File: src/rtl/fi_div_arb.sv
// Shared signed fixed-point divider with a round-robin front end.
// Restoring divide, one quotient bit per clock, then saturation and sign fix-up.
module fi_div_arb #(
  parameter int WS   = 16,
  parameter int DP   = 8,
  parameter int NREQ = 4
) (
  input  logic                 clk,
  input  logic                 rst,
  input  logic [NREQ-1:0]      req,
  input  logic [NREQ*WS-1:0]   num,
  input  logic [NREQ*WS-1:0]   den,
  output logic [NREQ-1:0]      gnt,
  output logic [NREQ-1:0]      done,
  output logic [WS-1:0]        quo,
  output logic                 dz,
  output logic                 busy,
  output logic [1:0]           dbg_state
);

  // Handshake: a channel holds req with stable operands until its 1-cycle gnt;
  // its result is valid on quo/dz only in the single cycle done[channel] is high.

  localparam int DW = WS + DP;
  localparam int PW = (NREQ > 1) ? $clog2(NREQ) : 1;
  localparam int CW = $clog2(DW);
  localparam logic [CW-1:0] LAST = CW'(DW - 1);
  localparam logic [WS-1:0] MAXP = {1'b0, {(WS-1){1'b1}}};
  localparam logic [WS-1:0] MINN = {1'b1, {(WS-1){1'b0}}};

  typedef enum logic [1:0] {S_IDLE, S_DIV, S_FIX, S_OUT} state_t;

  state_t            state_q, state_d;
  logic [CW-1:0]     cnt_q, cnt_d;
  logic [PW-1:0]     ptr_q, ptr_d;
  logic [PW-1:0]     owner_q, owner_d;
  logic [NREQ-1:0]   gnt_q, gnt_d;
  logic [NREQ-1:0]   done_q, done_d;
  logic [WS-1:0]     quo_q, quo_d;
  logic              dz_q, dz_d;
  logic              sign_q, sign_d;
  logic              dzp_q, dzp_d;
  logic              nneg_q, nneg_d;
  logic [WS-1:0]     rem_q, rem_d;
  logic [DW-1:0]     dvd_q, dvd_d;
  logic [WS-1:0]     dmag_q, dmag_d;

  logic [PW-1:0]     win;
  logic              found;
  logic [WS-1:0]     num_sel, den_sel;
  logic              start;
  logic [WS:0]       trial;
  logic [WS-1:0]     sat_mag;

  // Reduced magnitude: the most negative code clips to the largest positive one.
  function automatic logic [WS-1:0] rabs(input logic [WS-1:0] x);
    if (x == MINN)       return MAXP;
    else if (x[WS-1])    return -x;
    else                 return x;
  endfunction

  always_comb begin
    win   = '0;
    found = 1'b0;
    for (int k = 0; k < NREQ; k++) begin
      if (!found && req[(int'(ptr_q) + k) % NREQ]) begin
        found = 1'b1;
        win   = PW'((int'(ptr_q) + k) % NREQ);
      end
    end
  end

  assign num_sel = num[win*WS +: WS];
  assign den_sel = den[win*WS +: WS];
  assign trial   = {rem_q, dvd_q[DW-1]};
  assign sat_mag = (dvd_q > {{DP{1'b0}}, MAXP}) ? MAXP : dvd_q[WS-1:0];

  always_comb begin
    state_d = state_q;
    cnt_d   = cnt_q;
    ptr_d   = ptr_q;
    owner_d = owner_q;
    gnt_d   = '0;
    done_d  = '0;
    quo_d   = quo_q;
    dz_d    = dz_q;
    sign_d  = sign_q;
    dzp_d   = dzp_q;
    nneg_d  = nneg_q;
    rem_d   = rem_q;
    dvd_d   = dvd_q;
    dmag_d  = dmag_q;
    start   = 1'b0;

    case (state_q)
      S_IDLE: start = |req;
      S_DIV: begin
        if (trial >= {1'b0, dmag_q}) begin
          rem_d = WS'(trial - {1'b0, dmag_q});
          dvd_d = {dvd_q[DW-2:0], 1'b1};
        end else begin
          rem_d = trial[WS-1:0];
          dvd_d = {dvd_q[DW-2:0], 1'b0};
        end
        cnt_d = cnt_q + CW'(1);
        if (cnt_q == LAST) state_d = S_FIX;
      end
      S_FIX: begin
        if (dzp_q) begin
          quo_d = nneg_q ? -MAXP : MAXP;
          dz_d  = 1'b1;
        end else begin
          quo_d = (sign_q && sat_mag != '0) ? -sat_mag : sat_mag;
          dz_d  = 1'b0;
        end
        done_d  = NREQ'(1) << owner_q;
        state_d = S_OUT;
      end
      S_OUT: begin
        // Arbitrate again right away so back-to-back requests see no bubble.
        start   = |req;
        state_d = S_IDLE;
      end
      default: state_d = S_IDLE;
    endcase

    if (start) begin
      owner_d = win;
      ptr_d   = (win == PW'(NREQ - 1)) ? '0 : win + PW'(1);
      gnt_d   = NREQ'(1) << win;
      sign_d  = num_sel[WS-1] ^ den_sel[WS-1];
      nneg_d  = num_sel[WS-1];
      dmag_d  = rabs(den_sel);
      dvd_d   = {rabs(num_sel), {DP{1'b0}}};
      rem_d   = '0;
      cnt_d   = '0;
      dzp_d   = (den_sel == '0);
      state_d = (den_sel == '0) ? S_FIX : S_DIV;
    end
  end

  always_ff @(posedge clk) begin
    if (rst) begin
      state_q <= S_IDLE;
      cnt_q   <= '0;
      ptr_q   <= '0;
      owner_q <= '0;
      gnt_q   <= '0;
      done_q  <= '0;
      quo_q   <= '0;
      dz_q    <= 1'b0;
      sign_q  <= 1'b0;
      dzp_q   <= 1'b0;
      nneg_q  <= 1'b0;
      rem_q   <= '0;
      dvd_q   <= '0;
      dmag_q  <= '0;
    end else begin
      state_q <= state_d;
      cnt_q   <= cnt_d;
      ptr_q   <= ptr_d;
      owner_q <= owner_d;
      gnt_q   <= gnt_d;
      done_q  <= done_d;
      quo_q   <= quo_d;
      dz_q    <= dz_d;
      sign_q  <= sign_d;
      dzp_q   <= dzp_d;
      nneg_q  <= nneg_d;
      rem_q   <= rem_d;
      dvd_q   <= dvd_d;
      dmag_q  <= dmag_d;
    end
  end

  assign gnt       = gnt_q;
  assign done      = done_q;
  assign quo       = quo_q;
  assign dz        = dz_q;
  assign busy      = (state_q != S_IDLE);
  assign dbg_state = state_q;

endmodule

File: config.mk
export PLATFORM = sky130hd
export DESIGN_NAME = fi_div_arb
export DESIGN_NICKNAME = d
export VERILOG_FILES = /design/src/rtl/fi_div_arb.sv
export SDC_FILE = /design/constraint.sdc
export NUM_CORES = 1
export LEC_CHECK = 0
export CAP_MARGIN = 20
export CORE_ASPECT_RATIO = 2
export CORE_MARGIN = 4
export CORE_UTILIZATION = 40
export CTS_CLUSTER_DIAMETER = 100
export DETAILED_ROUTE_END_ITERATION = 12
export GPL_ROUTABILITY_DRIVEN = 0
export PLACE_DENSITY = 0.66
export SLEW_MARGIN = 40
export SYNTH_ARGS = -nofsm -noshare
export SYNTH_HDL_FRONTEND = slang
export SYNTH_SLANG_ARGS = --single-unit
File: constraint.sdc
create_clock -name clk -period 4.3 [get_ports clk]
set_clock_uncertainty 0.1 [all_clocks]
set_input_delay 0.43 -clock clk [delete_from_list [all_inputs] [get_ports clk]]
set_output_delay 0.43 -clock clk [all_outputs]
set_load 0.03 [all_outputs]
* After elaboration in Yosys (flattened, before gate mapping)
Index checks and enable logic that the tools add are counted.
** Storage, ports and cells
- Register bits after elaboration :: 95
- Bits of input ports :: 134
- Output and inout port bits :: 28
** Cells by class
- Add/subtract/negate cells :: 9
- $lt $le $gt $ge :: 6
- Equality and inequality tests :: 8
- Shift operators :: 4
- Multiplexer cells :: 37
- Bitwise operators :: 6
- Reductions and logical operators :: 22
** Operators with widths (number)
- two-way mux 16 bit :: 9
- variable part select 64 x 7 -> 16 bit :: 2
- two-way mux 24 bit :: 2
- negator 16 bit :: 3
- == test 16 bit (second input constant) :: 2
- > comparator 24 x 15 -> 1 bit (second input constant) :: 1
- >= comparator 17 x 16 -> 1 bit :: 1
- logical NOT 16 bit :: 1
- two-way mux 2 bit :: 8
- nonzero test 16 bit :: 1
- subtractor 16 bit :: 1
- OR reduction 2 bit :: 7
- two-way mux 1 bit :: 13
- less-than comparator 3 x 4 -> 1 bit (second input constant) :: 3
- binary-select mux 1 bit (select 2 bit) :: 4
- left shift 1 x 2 -> 4 bit (first input constant) :: 2
- == test 2 bit (second input constant) :: 3
- one-hot mux 2 bit (3 select lines) :: 1
- adder 5 x 1 -> 5 bit (second input constant) :: 1
- == test 5 bit (second input constant) :: 1
- adder 2 x 1 -> 2 bit (second input constant) :: 2
- adder 2 bit (second input constant) :: 2
- logical AND 1 bit :: 4
- nonzero test 2 bit :: 2
- 11 further kinds :: 16

* Logic depth before layout (Yosys ltp)
Gate-level depths: netlist (run 1).
- Depth in word-level cells :: 19
- Depth in mapped cells :: 15
- Depth with buffers taken out :: 13

* Worst setup path before layout (run 1)
Ideal clock, no wire load.
- Path type :: input to register
- From :: input req[2]
- To :: register dvd_q[13]
- Data arrival time :: 3.214 ns
- Required time :: 4.113 ns
- Setup slack :: 0.900 ns
- Cell stages on the path :: 13
- Buffers on the path :: 3
- Cell sequence :: nor2b_2 nor2b_1 or3_1 buf_2 buf_2 a211oi_1 or2_2 ha_1 o311a_2 nand4_2 o41a_1 buf_6 a221oi_2
** Between the ends
- Word-level cells in the longest chain between the ends :: 17
- Elaborated cells between the ends (all ways) :: 33
- Classes of those cells :: add/sub: 1; eq/ne: 1; shift: 1; mux: 22; reduce/logical: 8
** RTL lines
- start, declared :: RTL line 10 : input logic [NREQ-1:0] req,
- binary-select mux 1 bit (select 2 bit) :: RTL line 66 : if (!found && req[(int'(ptr_q) + k) % NREQ]) begin
- two-way mux 1 bit (implied by the code) :: RTL line 66
- two-way mux 1 bit :: RTL line 66
- logical NOT 1 bit :: RTL line 66
- logical AND 1 bit :: RTL line 66
- two-way mux 1 bit :: RTL line 66
- logical NOT 1 bit :: RTL line 66
- logical AND 1 bit :: RTL line 66
- two-way mux 1 bit :: RTL line 66
- logical NOT 1 bit :: RTL line 66
- logical AND 1 bit :: RTL line 66
- two-way mux 2 bit :: RTL line 66
- variable part select 64 x 7 -> 16 bit :: RTL line 73 : assign num_sel = num[win*WS +: WS];
- negator 16 bit :: RTL line 58 : else if (x[WS-1]) return -x;
- two-way mux 16 bit :: RTL line 58
- two-way mux 16 bit :: RTL line 57 : if (x == MINN) return MAXP;
- two-way mux 24 bit :: RTL line 127 : if (start) begin
- end signal, assigned :: RTL line 171 : dvd_q <= dvd_d;
- end, declared :: RTL line 45 : logic [DW-1:0] dvd_q, dvd_d;
Several ways; a longest one is shown, not always the timed one. The select of a mux whose other input is x is not followed.
A chain may end at the register's enable or synchronous reset.

* Worst setup path after layout (run 1)
- From :: input req[2]
- To :: register dvd_q[10]
Same word-level chain as after synthesis.

==> results of run 1 <==
## per-layer routing
layer | share of wire | up-vias | global-route usage
met2 | 0.57 | 179 | 0.439
met5 | 0 | - | 0
met1 | 0.37 | 3428 | 0.223
li1 | - | 3658 | -
met4 | 0.025 | 0 | 0.0818
met3 | 0.037 | 38 | 0.0231
## registers in the layout, indices dropped and copies added (netlist names)
| signal | cells |
|---|---|
| nneg_q | 1 |
| done | 4 |
| dbg_state | 2 |
| owner_q | 2 |
| quo | 16 |
| dvd_q | 24 |
| dz | 1 |
| cnt_q | 5 |
| dmag_q | 16 |
| rem_q | 16 |
| dzp_q | 1 |
| ptr_q | 2 |
| sign_q | 1 |
| gnt | 4 |
## worst max-delay path by stage
stage / start / endpoint / slack, ns
floorplan: req[2] / dvd_q[13] / 0.90
global placement: req[2] / dvd_q[10] / 0.10
finish: req[2] / dvd_q[10] / 0.39
CTS: req[2] / dvd_q[8] / 0.39
detailed placement: req[2] / dvd_q[8] / 0.03
global route: req[2] / dvd_q[9] / 0.12
## metrics by stage
stage | hold slack, ns | area [um2] | cells
2_1_floorplan | 0.320 | 7070 | 917
3_3_place_gp | 0.342 | 8900 | 1253
3_5_place_dp | 0.359 | 8910 | 1253
4_1_cts | 0.369 | 9210 | 1269
5_1_grt | 0.377 | 9240 | 1270
6_report | 0.364 | 9240 | 1270
## cell type report
type | count | area share
Clock buffer | 11 | 0.0252
Clock inverter | 5 | 0.00718
Inverter | 44 | 0.0179
Multi-Input combinational cell | 711 | 0.511
Sequential cell | 95 | 0.206
Tap cell | 210 | 0.0284
Timing Repair Buffer | 194 | 0.204
## cells by family (layout without fill, tap and decap cells)
kind of cell / after synthesis / in the layout / share of synthesized area
xor+xnor: 32 / 32 / 0.0396
compound gates: 258 / 258 / 0.267
simple gates: 350 / 350 / 0.247
mux: 45 / 45 / 0.0648
fa+ha+maj: 26 / 26 / 0.0471
flops: 95 / 95 / 0.269
buf+inv: 111 / 254 / 0.0658
## cell usage in the layout, fill, tap and decap left out, types with 6 or more instances in the layout
cell	synthesis	routed
mux2i_1	39	39
clkdlybuf4s50_1	0	160
xnor2_1	15	15
a221oi_2	10	10
nor2_1	89	87
a31o_2	15	15
a21o_1	9	9
inv_1	43	43
or2_2	8	8
nand3_1	38	38
buf_4	5	31
and3_1	37	37
o21ai_0	43	43
mux2_2	6	6
a221oi_1	7	7
a21oi_1	50	50
o32ai_1	9	9
or3_1	8	8
xor2_1	17	17
nor3_1	28	28
o22a_1	6	6
clkbuf_16	0	9
a211oi_1	43	43
nor2b_1	10	10
nand2_1	86	85
dfxtp_1	95	95
nor3b_1	6	6
nand4_1	7	7
ha_1	25	24
a31oi_1	8	8
## power by group through the flow
stage	sequential (W)	clock (W)	combinational [W]
floorplan	0.00140	0	0.00283
global placement	0.00133	0	0.00394
detailed placement	0.00133	0	0.00398
CTS	0.00131	0.000835	0.00400
global route	0.00135	0.000861	0.00443
finish	0.00131	0.000823	0.00401
## worst reg2reg max path, delay by kind of cell (launching register included)
family	cells	cell delay (ns)
flops	1	0.46
fa+ha+maj	1	0.17
compound gates	5	1.72
simple gates	4	1.02
mux	1	0.22
==> summary by stage, run 1 <==
STA
Setup repair after global routing left no endpoint under its margin. The number of setup violations in the final report is 0. In the finished design, the share of the clock period the worst path needs comes to 0.909. The summed negative setup slack over all endpoints is 0 ns. The count of final hold-check violations is 0.

The worst path meets setup with 0.390 ns of slack. The clock period minus final worst setup slack is 3.91 ns. The fmax is 256 MHz. The number of slew-limit violations in the final report came to 0.

The worst max-slew margin expressed relative to the limit is 0.476. For the pin with the worst max-slew slack, the measured transition is 0.785 ns.

Worst setup path
The largest individual stage delay along the critical path comes from the cell o41a_1. In this design, the stage delay of the slowest critical-path cell is 0.75 ns. The startpoint of the lowest-slack register-to-register path is ptr_q[1]. The kind of cell with the highest combined delay along the critical path is compound AO/OA/AOI/OAI gates. The critical path is of the input pin to register type. The critical path endpoint category is a register. The number of logic stages on the critical path including buffering is 13. The required time of the critical path is 4.49 ns.

The signal on the critical path passes through clkdlybuf4s50_1 -> nor2b_2 -> a221o_1 -> buf_4 -> nand2_2 -> a211oi_1 -> or2_2 -> ha_1 -> o311a_2 -> nand4_2 -> o41a_1 -> a31o_1 -> a21oi_1. STA classifies the critical path startpoint as an input pin. The sum of buffers and inverters on the critical path is 2. The number of cells on the worst reg-to-reg path is 11. The worst register-to-register path ends at dvd_q[10]. The maximum net fanout on the critical path is 21. Setup slack on the worst reg-to-reg path comes out at 0.55 ns.

For the worst setup path, the data arrival time is 4.10 ns.

Worst hold path
The worst hold path begins at dmag_q[0]. The cell depth of the worst hold path is 2. The worst hold path terminates at dmag_q[0].

The path class of the lowest-slack min-delay path is register to register.

Route
The count of TritonRoute iterations in the first routing pass is 5. In the routed design, unresolved DRC markers number 0. The aggregate routed wire length is 22.2 mm. Dividing the detail-routed wire length by the instance count gives 17.5 um. The first routing iteration left 357 violations.

The detailed-route via count is 7303. After detailed routing, the number of vias per cell comes to 5.75. The detail route stage leaves a number of antenna-violating nets equal to 0.

Die
Pin placement for this block handled 162 I/O pins. The full die area is 0.0200 mm2. The row count is 68.

The starting density of the core is 0.407. The total area inside the core boundary comes to 0.0174 mm2. The height of the die is 196 um. From left edge to right edge, the die measures 102 um.

Power
The share of total power dissipated in combinational logic is 0.653. The net switching power is 0.00287 W. The share of total power dissipated in sequential elements is 0.213. Of the total power, the clock network draws 0.134. The maximum VDD drop is 0.427 mV. The design draws 0.00615 W. The power per cell area is 666 mW/mm2. Of the total power, the share spent switching nets is 0.467. The internal cell power is 0.00328 W. The leakage power figure is 3.61 nW.

CTS
The CTS root buffer is clkbuf_16. The TritonCTS clock tree is built. The CTS buffer count is 9.

For this design, the CTS-stage hold fixing added 0 buffers. In this run the post-CTS setup repair buffer count came out at 0. The clock slew at the register clock pins of the worst setup and hold paths is 0.07 ns. The longest clock path from root to sink contains 2 buffers. For this design, the sink count on the clock tree is 95. CTS built an H-tree with a depth of 3. At the later pin of the worst-skew pair, clock insertion delay measures 0.36 ns. Once the clock tree was built, the resizer swapped 0 gates to a different size.

Yosys
The biggest area contributor in the post-synthesis netlist is dfxtp_1. Of the synthesized area, sequential elements account for 0.269. The proportion of synthesized flip-flops having asynchronous set or reset is 0. Yosys attributes the largest share of cell area to dfxtp_1 (27%), mux2i_1 (5.5%), nor2_1 (4.7%), a211oi_1 (4.6%), nand2_1 (4.6%). By count the netlist is led by dfxtp_1 (95), nor2_1 (89), nand2_1 (86). Among all flip-flop cells after synthesis, the most frequent one is dfxtp_1.

The net count after synthesis is 1077. The leading cell type by number of instances after synthesis is dfxtp_1. The number of different library cells used by synthesis comes to 80.

The synthesized instance count is 917. The netlist area before placement is 0.00707 mm2. The number of warnings printed during yosys synthesis is 0. The mean post-synth cell area is 7.71 um2. Counting flops with a built-in enable in the synthesized netlist gives 0. The flip-flop and latch count after synthesis is 95. The share of synthesized area in the top cell type comes to 0.269.

Placed design
The final HPWL from detailed placement is 17.9 mm. The post-placement worst setup slack is 0.0341 ns. The count of buffers inserted at the top-level ports is 161.

Global routing
The global-route wire length before repair is 35.7 mm. Entering global routing, the biggest net connects 35 pins. The initial antenna violation count is 0. The aggregate global routing overflow is 0.

The number of global-route vias before repair was 7409. For this run, the total global-route usage over all layers was measured as 0.220.

Cells and area
The layout net count is 1215. Counting the fill cells in the layout gives 1749. From synthesis to final layout, the design area changed by 30.7%. At the end of the flow the core is filled with cells to 0.532. Summing all multi-input logic gate instances after layout gives 0.00472 mm2.

In the final layout, the share of cells above drive strength 1 is 0.100. Across the whole layout, storage elements account for 0.00190 mm2. The repair_antennas step left the layout with diodes totalling 0.

Job
The total of max-cap violations is 0.

Status
The flow ran to the end, and the final reports show no timing, DRC or antenna violations.
Power figures use the tool's default switching activity.
==> run 2, diff against run 1 <==
Settings changed: SLEW_MARGIN 40 to unset.
==> run 2 against run 1 <==
Register-to-register slack barely moved; sequential power hardly changed; count of clock-buffer cells in the layout shrank 1; routed wire length is 0.19% lower; power is 1.1% lower; hold slack got worse by 0.0089 ns; utilization fell by 0.30 points; via count up 1.1%; sequential share of layout area grew 0.12 points; largest power group unchanged; highest routed layer unchanged.
==> summary by stage, run 2 (synthesized netlist as in run 1, its figures left out) <==
Global routing
The initial antenna violation count is 0 (unchanged). The aggregate global routing overflow is 0 (unchanged). The all-layer global routing usage is 0.218 (was 0.220). The pin count of the biggest net entering global routing is 35 (unchanged). The global-route wire length before repair was 35.2 mm (was 35.7 mm). The number of global-route vias before repair is 7243 (was 7409).

STA
The number of slew-limit violations in the final report is 0 (unchanged). The final period utilization is 0.908 (was 0.909). The worst max-slew margin expressed relative to the limit is 0.345 (was 0.476).

The summed negative setup slack over all endpoints is 0 ns (unchanged). The number of setup violations in the final report was 0 (unchanged). The transition time of the tightest slew-check pin was 0.973 ns (was 0.785 ns). The count of final hold-check violations is 0 (unchanged). Setup repair after global routing missed its margin: false (unchanged). The fmax is 256 MHz (about the same). The clock period minus final worst setup slack was 3.91 ns (about the same).

CTS
The CTS root buffer is clkbuf_16 (unchanged). The post-CTS repair timing setup buffer count is 0 (unchanged). The post-cts gate resize count came to 0 (unchanged). The clock slew at the register clock pins of the worst setup and hold paths is 0.07 ns (about the same). The number of buffers between clock root and the deepest sink is 2 (unchanged).

The CTS buffer count is 9 (unchanged). The CTS sink count is 95 (unchanged). The H-tree depth is 3 (unchanged). The number of buffers added to fix hold violations after cts is 0 (unchanged). The TritonCTS clock tree was built (unchanged). The clock latency at the later pin of the worst-skew pair is 0.35 ns (was 0.36 ns).

Worst hold path
The path class of the lowest-slack min-delay path is register to register (unchanged). The hold path startpoint is dmag_q[0] (unchanged).

Cells and area
The share of cells above drive strength 1 is 0.0992 (was 0.100). The layout overhead on the synthesized area is 29.9% (was 30.7%). The layout net count is 1214 (was 1215). The post-route cell area was 0.00919 mm2 (was 0.00924 mm2). The most frequent standard cell in the layout excluding fill and tap cells is clkdlybuf4s50_1 (unchanged). The number of fill cells in the layout is 1726 (was 1749). The number of flip-flops in the largest register is 24 (unchanged). The top register by number of flip-flops is dvd_q (unchanged). Leading cell types in the layout, fill and taps excluded: clkdlybuf4s50_1 (160), dfxtp_1 (95), nor2_1 (87), nand2_1 (85), a21oi_1 (50) (unchanged). The antenna diode instance count is 0 (unchanged).

Worst setup path
The cell type of the slowest stage on the worst timing path was o41a_1 (unchanged). List of cells traversed by the critical path: clkdlybuf4s50_1 -> nor2b_2 -> a221o_1 -> buf_4 -> nand2_2 -> a211oi_1 -> or2_2 -> ha_1 -> o311a_2 -> nand4_2 -> o41a_1 -> a31o_1 -> a21oi_1 (unchanged). The critical path endpoint category is a register (unchanged).

The required time of the critical path is 4.48 ns (was 4.49 ns). The maximum net fanout on the critical path is 21 (unchanged). The largest incremental delay on the critical path was 0.74 ns (was 0.75 ns).

The critical setup path kind is input pin to register (unchanged). The launch point of the critical path was req[2] (unchanged). The startpoint of the lowest-slack register-to-register path is ptr_q[1] (unchanged). The startpoint type of the worst setup path is an input pin (unchanged). The arrival time of the worst setup path is 4.09 ns (was 4.10 ns).

Power
The maximum VDD drop is 0.386 mV (was 0.427 mV). The power per cell area came to 662 mW/mm2 (was 666 mW/mm2). The leakage power figure was 3.59 nW (was 3.61 nW).

Placed design
The final HPWL from detailed placement is 17.9 mm (about the same). The count of buffers inserted at the top-level ports came to 161 (unchanged). The placed instance area is 0.00890 mm2 (was 0.00891 mm2).

Route
The DRC marker count from the first detailed-route iteration was 324 (was 357). The count of unresolved DRC violations after routing is 0 (unchanged). The count of TritonRoute iterations in the first routing pass is 5 (unchanged). The detailed-route via count was 7383 (was 7303).

The via count normalized by instance count is 5.82 (was 5.75). The per-cell routed wire length is 17.4 um (was 17.5 um). The number of antenna-violating nets in the routed design came to 0 (unchanged). The aggregate routed wire length is 22.1 mm (was 22.2 mm).

Die
The I/O pin count came to 162 (unchanged). The full die area is 0.0200 mm2 (unchanged). The row count is 68 (unchanged). The height of the die is 196 um (unchanged).

The chip width was 102 um (unchanged). The placeable core region is 0.0174 mm2 (unchanged). The starting density of the core came to 0.407 (unchanged).

Status
Result of the run: finished clean (unchanged).

Job
The total of max-cap violations is 0 (unchanged).
==> run 2: cell types whose count changed in the layout (fill, tap and decap cells not counted), sizes merged <==
cell    delta
buf        -1
bufinv     -1
clkbuf     -1
inv        +1
==> run 2: final timing paths <==
kind	endpoint	cells after the start	slack, ns
setup / recovery	dvd_q[10]	13	0.39
hold / removal	dmag_q[0]	2	0.35
setup reg to reg	dvd_q[10]	11	0.56
hold reg to reg	dmag_q[0]	2	0.35
==> run 2: per-stage QoR <==
| step | std cells | hold slack [ns] | power (W) | util | worst slack [ns] |
|---|---|---|---|---|---|
| after floorplan | 917 | 0.320 | 0.00423 | - | 0.900 |
| after global placement | 1253 | 0.342 | 0.00527 | 0.513 | 0.104 |
| after detailed placement | 1253 | 0.349 | 0.00531 | 0.513 | 0.0408 |
| after CTS | 1268 | 0.359 | 0.00609 | 0.529 | 0.401 |
| after global routing | 1268 | 0.373 | 0.00656 | 0.529 | 0.103 |
| final | 1268 | 0.355 | 0.00608 | 0.529 | 0.394 |
==> run 2: cell type report <==
class	count	area [um2]	share of cell area
clock inverters	5	41.3	0.00450
flip-flops and latches	95	1900	0.207
well taps	210	263	0.0286
inverters	44	165	0.0180
multi-input cells	711	4720	0.513
repair buffers	193	1860	0.202
clock buffers	10	239	0.0260
==> run 2: report_power, final <==
group	switching [W]	internal [W]	leakage, nW
clock network	0.000361	0.000412	0.137
logic	0.00232	0.00168	2.67
registers	0.000191	0.00112	0.778
total	0.00287	0.00321	3.59
==> run 2: worst max-delay path: cells and delay by family <==
kind | cells | cell delay, ns
buffers and inverters | 2 | 0.70
adder cells (fa/ha/maj) | 1 | 0.18
AND/OR/NAND/NOR | 4 | 0.82
AO/OA/AOI/OAI | 6 | 1.95
==> run 2: routing by layer <==
layer  up-vias  part of all wire  GRT usage
li1       3662                 -          -
met1      3461              0.37      0.218
met2       210              0.55      0.425
met3        50             0.039     0.0331
met4         0             0.037     0.0905
met5         -                 0          0
